$ cat config.mk
export PLATFORM = sky130hd
export DESIGN_NAME = multicycle_mul_unit
export DESIGN_NICKNAME = d
export VERILOG_FILES = /design/src/rtl/multicycle_mul_unit.sv
export SDC_FILE = /design/constraint.sdc
export NUM_CORES = 2
export LEC_CHECK = 0
export ABC_AREA = 1
export BUFFER_PORTS_ARGS = -buffer_cell sky130_fd_sc_hd__buf_2
export CAP_MARGIN = 5
export CORE_ASPECT_RATIO = 1.2
export CORE_UTILIZATION = 55
export DETAILED_ROUTE_END_ITERATION = 10
export PLACE_DENSITY = 0.76
export REMOVE_ABC_BUFFERS = 1
export SETUP_SLACK_MARGIN = 0.5
export SLEW_MARGIN = 0
export SYNTH_ARGS = -nofsm -noshare
export SYNTH_HDL_FRONTEND = slang
export SYNTH_SLANG_ARGS = --single-unit
$ cat constraint.sdc
create_clock -name clk -period 19.4 [get_ports clk]
set_input_delay 3.88 -clock clk [delete_from_list [all_inputs] [get_ports clk]]
set_output_delay 3.88 -clock clk [all_outputs]
set_load 0.02 [all_outputs]
$ cat src/rtl/multicycle_mul_unit.sv
// Iterative multiplier for the EX stage: consumes CHUNK_W multiplier bits per cycle
// and returns the low DATA_W bits of the product after DATA_W/CHUNK_W busy cycles.
module multicycle_mul_unit #(
    parameter int DATA_W  = 64,
    parameter int CHUNK_W = 16
) (
    input  logic              clk,
    input  logic              rst,
    input  logic              start,
    input  logic              flush,
    input  logic [DATA_W-1:0] operand_a,
    input  logic [DATA_W-1:0] operand_b,
    output logic              stall_req,
    output logic              done,
    output logic [DATA_W-1:0] result
);

    localparam int STEPS  = DATA_W / CHUNK_W;
    localparam int STEP_W = (STEPS > 1) ? $clog2(STEPS) : 1;
    localparam int SH_W   = (DATA_W > 1) ? $clog2(DATA_W) : 1;
    localparam logic [STEP_W-1:0] LAST_STEP = STEP_W'(STEPS - 1);

    typedef enum logic [1:0] {
        IDLE = 2'd0,
        BUSY = 2'd1,
        DONE = 2'd2
    } state_t;

    state_t              state_r;
    logic [DATA_W-1:0]   a_reg_r;
    logic [DATA_W-1:0]   b_reg_r;
    logic [DATA_W-1:0]   acc_r;
    logic [DATA_W-1:0]   result_r;
    logic [STEP_W-1:0]   step_r;
    logic                done_r;

    logic [SH_W-1:0]     shift_s;
    logic [CHUNK_W-1:0]  chunk_s;
    logic [DATA_W-1:0]   partial_s;
    logic [DATA_W-1:0]   acc_next_s;

    // Partial product of the current multiplier chunk, aligned to its bit position
    always_comb begin
        shift_s    = SH_W'(step_r) * SH_W'(CHUNK_W);
        chunk_s    = b_reg_r[shift_s +: CHUNK_W];
        partial_s  = (a_reg_r * DATA_W'(chunk_s)) << shift_s;
        acc_next_s = acc_r + partial_s;
    end

    // Hazard request: hold the MUL in EX from capture until the product is ready
    always_comb begin
        stall_req = 1'b0;
        if (rst || flush) begin
            stall_req = 1'b0;
        end else if (state_r == BUSY) begin
            stall_req = 1'b1;
        end else if ((state_r == IDLE) && start) begin
            stall_req = 1'b1;
        end else begin
            stall_req = 1'b0;
        end
    end

    // Completion strobe is registered; a squash or reset in that cycle suppresses it
    always_comb begin
        done = 1'b0;
        if (rst || flush) begin
            done = 1'b0;
        end else begin
            done = done_r;
        end
    end

    assign result = result_r;

    // Control FSM with operand capture, accumulation and result register
    always_ff @(posedge clk) begin
        if (rst) begin
            state_r  <= IDLE;
            a_reg_r  <= {DATA_W{1'b0}};
            b_reg_r  <= {DATA_W{1'b0}};
            acc_r    <= {DATA_W{1'b0}};
            result_r <= {DATA_W{1'b0}};
            step_r   <= {STEP_W{1'b0}};
            done_r   <= 1'b0;
        end else begin
            case (state_r)
                IDLE: begin
                    done_r <= 1'b0;
                    if (start && !flush) begin
                        a_reg_r <= operand_a;
                        b_reg_r <= operand_b;
                        acc_r   <= {DATA_W{1'b0}};
                        step_r  <= {STEP_W{1'b0}};
                        state_r <= BUSY;
                    end else begin
                        state_r <= IDLE;
                    end
                end
                BUSY: begin
                    if (flush) begin
                        step_r  <= {STEP_W{1'b0}};
                        done_r  <= 1'b0;
                        state_r <= IDLE;
                    end else begin
                        acc_r  <= acc_next_s;
                        step_r <= step_r + STEP_W'(1);
                        if (step_r == LAST_STEP) begin
                            result_r <= acc_next_s;
                            done_r   <= 1'b1;
                            state_r  <= DONE;
                        end else begin
                            done_r  <= 1'b0;
                            state_r <= BUSY;
                        end
                    end
                end
                DONE: begin
                    // A start still asserted here belongs to the instruction just retired
                    done_r  <= 1'b0;
                    state_r <= IDLE;
                end
                default: begin
                    done_r  <= 1'b0;
                    state_r <= IDLE;
                end
            endcase
        end
    end

endmodule
# ---- Word level (Yosys, flattened, before mapping)
# Index checks and enable logic that the tools add are counted.
dict set report classes {
  addsub 2
  multipliers 1
  eq_ne 4
  shift 2
  muxes 15
  bitwise_logic 2
  reduce_logical 11
}
# op count
set op_table {}
lappend op_table {{$mux W64} 2}
lappend op_table {{$pmux W64 S2} 1}
lappend op_table {{$add A64 B64 Y64} 1}
lappend op_table {{$mul A64 B16 Y64} 1}
lappend op_table {{$shiftx A64 B7 Y16} 1}
lappend op_table {{$shl A64 B6 Y64} 1}
lappend op_table {{$mux W2} 4}
lappend op_table {{$pmux W2 S2} 2}
lappend op_table {{$mux W1} 6}
lappend op_table {{$reduce_and A3 Y1} 2}
lappend op_table {{$reduce_and A2 Y1} 2}
lappend op_table {{$reduce_or A3 Y1} 1}
lappend op_table {{$add A2 B1 Y2 const B} 1}
lappend op_table {{$eq A2 B1 Y1 const B} 1}
lappend op_table {{$eq A2 B2 Y1 const B} 1}
lappend op_table {{$logic_and A1 B1 Y1} 2}
lappend op_table {{$logic_not A2 Y1} 1}
lappend op_table {{$ne A2 B1 Y1 const B} 1}
lappend op_table {{$ne A2 B2 Y1 const B} 1}
lappend op_table {{$not A1 Y1} 2}
lappend op_table {{$reduce_bool A2 Y1} 1}
lappend op_table {{$logic_not A1 Y1} 1}
lappend op_table {{$logic_or A1 B1 Y1} 1}
dict set report word_totals {
  ff_bits 261
  in_bits 132
}

# ---- Logic depth before layout (Yosys ltp)
dict set report logic_depth {
  ltp_word 6
  ltp_mapped 53
}

# ---- Worst setup path before layout
# Ideal clock, no wire load.
dict set report synth_timing {
  kind {input to output}
  from {input port rst}
  to {output port stall_req}
  arrival_time_ps 4772
  required_time_ps 15520
  path_slack_ps 10748
  stages 4
  cell_sequence {clkbuf_1 -> clkbuf_1 -> clkbuf_1 -> nor2_1}
}
dict set report synth_via {
  elab_chain_cells 2
}
# element line_no
set synth_rtl {}
lappend synth_rtl {{from (decl)} 8} ;# input logic rst,
lappend synth_rtl {{$logic_or A1 B1 Y1} 53} ;# if (rst || flush) begin
lappend synth_rtl {{$mux W1} 53}
lappend synth_rtl {{to (decl)} 13} ;# output logic stall_req,
# Every way passes these cells.

# ---- Final worst setup path
dict set report layout_timing {
  from {register step_r[0]}
  to {register acc_r[63]}
}
dict set report layout_via {
  elab_chain_cells 6
}
# element line_no
set layout_rtl {}
lappend layout_rtl {{from (decl)} 34} ;# logic [STEP_W-1:0] step_r;
lappend layout_rtl {{from (signal assigned)} 84} ;# step_r <= {STEP_W{1'b0}};
lappend layout_rtl {{from (signal assigned)} 94} ;# step_r <= {STEP_W{1'b0}};
lappend layout_rtl {{from (signal assigned)} 102} ;# step_r <= {STEP_W{1'b0}};
lappend layout_rtl {{$shiftx A64 B7 Y16} 45} ;# chunk_s = b_reg_r[shift_s +: CHUNK_W];
lappend layout_rtl {{$mul A64 B16 Y64} 46} ;# partial_s = (a_reg_r * DATA_W'(chunk_s)) << shift_s;
lappend layout_rtl {{$shl A64 B6 Y64 *} 46}
lappend layout_rtl {{$add A64 B64 Y64 *} 47} ;# acc_next_s = acc_r + partial_s;
lappend layout_rtl {{$mux W64 *} 101} ;# if (flush) begin
lappend layout_rtl {{$pmux W64 S2 *} 87} ;# case (state_r)
lappend layout_rtl {{to (signal assigned)} 82} ;# acc_r <= {DATA_W{1'b0}};
lappend layout_rtl {{to (signal assigned)} 93} ;# acc_r <= {DATA_W{1'b0}};
lappend layout_rtl {{to (signal assigned)} 106} ;# acc_r <= acc_next_s;
lappend layout_rtl {{to (decl)} 32} ;# logic [DATA_W-1:0] acc_r;
# Every way passes the cells marked *; elsewhere a longest branch is shown, timed or not. The select of a mux whose other input is x is not followed.
# A chain may end at the register's enable or synchronous reset.

==> run_results.csv <==
group,metric,value,unit
worst_setup_path,cpMostUsedCell,"a21oi_1",
route,vias,36564,
synthesis,yosysUniqueCellTypes,61,
sta,whs,0.467,ns
worst_setup_path,slowest_stage,"dfxtp_2",
clock_network,htreeDepth,1,
cells_and_area,synthToLayoutAreaGrowth,6.17,%
run,max-cap-violations,0,
worst_setup_path,cp.arrival,11.81,ns
synthesis,yosys_most_used_dff,"dfxtp_1",
synthesis,synth_top_cell_by_area,"fa_1",
sta,max_freq,0.0889,GHz
die,die_h,302,microns
sta,hold_viol,0,
pwr,power.density,57.6,mW/mm^2
clock_network,cts_resized,0,
die,start_util,55.7,%
sta,slew_headroom,30.9,%
clock_network,clockRootBuffer,"clkbuf_16",
place,globalplace.congestion,0.981,
clock_network,cts_buffers,31,
route,avgRoutedWirePerCell,19.4,microns
synthesis,synthTopCellsByCount,"1202 x nand2_1, 1112 x inv_1, 753 x fa_1, 697 x nor2_1, 318 x a21oi_1",
route,drtIter0Drc,2875,
status,status,"completed",
global_route,grt-ovfl-total,0,
clock_network,clk_pin_slew,0.06,ns
clock_network,clock-sinks,261,
route,routed_wl,128,mm
synthesis,synth_compound_area_share,10.0,%
synthesis,synth_edf_count,0,
clock_network,post_cts_buffers,0,
clock_network,clock_path_buffers,3,
clock_network,cts_tree,"built",
synthesis,synth.avg_cell_area,7.39,sq um
synthesis,synthAdderAreaFrac,41.6,%
die,die_w,252,microns
global_route,grtUsageTotal,34.8,%
die,rows,109,
worst_setup_path,crit_fanout,47,
global_route,grt_pass1_vias,37828,
worst_setup_path,start_kind,"register",
die,die_area,0.0759,sq mm
die,pin_count,198,
synthesis,yosysMostFrequentCell,"nand2_1",
cells_and_area,nNetsFinal,6622,
clock_network,hold_buffers,0,
route,route.detailed.drc,0,
pwr,power_leakage,20.8,nW
cells_and_area,diodes,0,
global_route,grt_max_degree,108,
worst_setup_path,crit_type,"register to register",
die,core_area,0.0738,sq mm
sta,setup_violations,0,
global_route,antenna_found_initial,1,
synthesis,synth-xor-area-share,1.79,%
sta,fin_tns_setup,0,ns
route,first_pass_iters,7,
synthesis,syn_inst,5564,
synthesis,synthesis.area,0.0411,sq mm
synthesis,synthSimpleGateAreaFrac,21.0,%
sta,final.period_utilization,58.0,%
route,viasPerCell,5.54,
worst_setup_path,crit_required,19.96,ns
clock_network,clk_latency,0.64,ns
sta,fin_crit,11.25,ns
worst_setup_path,endpoint_kind,"register",
worst_setup_path,worst_path_largest_cell_delay,0.76,ns
synthesis,synth_top_family_by_area,"adder cells",
synthesis,yosysWarningCount,0,
synthesis,synth_area_leaders,"fa_1 37%, dfxtp_1 13%, nand2_1 11%",
min_path,hold_class,"register to register",
synthesis,synth_top_area_share,36.7,%
place,io_buffers,197,
cells_and_area,layout-drive-gt1-share,6.54,%
route,drtAntennaViolNets,0,
pwr,ir_worst_vdd,0.0847,mV
place,dpl.hpwl,102,mm
sta,finalMaxSlewViolations,0,
worst_setup_path,cp_top_family,"adder cells",
sta,worst_pin_slew,1.03,ns
synthesis,synthArstFlopShare,0,%
worst_setup_path,r2r_setup_slack,8.15,ns
global_route,grt_pass1_wl,205,mm
synthesis,synth_seq_cells,261,
synthesis,synth-seq-area-share,12.7,%
pwr,power,0.00252,W
synthesis,synthMuxAreaShare,0.0974,%
sta,rsz0062_at_grt,"false",
worst_setup_path,path_buf_inv,9,
sta,clock-skew-final,0.0165,ns
## registers in the layout, summed over array words and instances (netlist names)
name / cells
result: 64
step_r: 2
a_reg_r: 64
b_reg_r: 64
state_r: 2
acc_r: 64
done_r: 1
## final cells by class
class                           instances  area, sq um
Multi-Input combinational cell       3919        30700
Fill cell                            6893        30100
Sequential cell                       261         5230
Inverter                             1126         4230
Timing Repair Buffer                  235         1270
Tap cell                              999         1250
Clock buffer                           39          856
Clock inverter                         18          170
## path summary, 6_finish.rpt
kind                      startpoint                       to  cells past startpoint
max           step_r[0]$_SDFFE_PP0P_   acc_r[63]$_SDFFE_PP0P_                     42
min          result[55]$_SDFFE_PP0P_  result[55]$_SDFFE_PP0P_                      2
max reg2reg   step_r[0]$_SDFFE_PP0P_   acc_r[63]$_SDFFE_PP0P_                     42
min reg2reg  result[55]$_SDFFE_PP0P_  result[55]$_SDFFE_PP0P_                      2
## metrics by stage
step	utilization [%]	std cells	setup WS (ns)	instance area, sq um
3_5_place_dp	57.8	6540	8.43	42600
4_1_cts	59.2	6597	8.36	43700
6_report	59.2	6597	8.15	43700
2_1_floorplan	-	5306	3.42	40100
3_3_place_gp	57.8	6540	8.43	42600
5_1_grt	59.2	6597	7.57	43700
## routing by layer
| metal | global-route usage, % | routed length (microns) | up-vias |
|---|---|---|---|
| met5 | 0 | 0 | - |
| met4 | 19.3 | 8230 | 0 |
| met3 | 4.44 | 9510 | 383 |
| met2 | 59.3 | 62100 | 1629 |
| met1 | 42.8 | 48500 | 17808 |
| li1 | - | - | 16744 |
## placed cells by master (no fill, tap or decap), types with 4 or more instances in the layout
cell type and instances:
o21ai_1 14, xor2_1 52, nor3_1 16, xnor2_1 32, inv_2 11, o211ai_1 15
nand2_2 8, clkbuf_16 31, or2_1 6, clkbuf_8 5, nand3_1 155, a21oi_1 318
nand3b_1 7, nor2_1 694, nor2_4 4, or2_2 25, a21oi_2 6, mux2i_1 4
o21a_1 6, buf_2 196, a21o_1 17, a31oi_1 63, inv_6 4, ha_1 163
nor4_1 8, fa_1 753, dfxtp_1 259, a21boi_0 9, and3_1 5, clkinv_2 5
nand3_2 8, inv_1 1110, nand4_1 17, nand2_1 1202, o21bai_1 10, buf_4 39
o21ai_0 267
## cells by family (layout without fill, tap and decap cells)
group / after synthesis / count (layout)
AOI/OAI and AO/OA: 753 / 753
xor gates and xnor gates: 84 / 84
adders and majority gates: 916 / 916
buffers and inverters: 1384 / 1418
DFF: 261 / 261
muxes: 4 / 4
and+or+nand+nor: 2162 / 2162
## worst min-delay path, cell delays in order, from the launching register on
cell,delay [ns]
dfxtp_1,0.31
nand2_1,0.06
a21oi_1,0.05
## power breakdown
group / switching [W] / internal (W) / total [W]
logic: 0.000891 / 0.000414 / 0.00130
registers: 0.0000495 / 0.000560 / 0.000609
clock network: 0.000273 / 0.000330 / 0.000603
(Power assumes the default switching activity.)
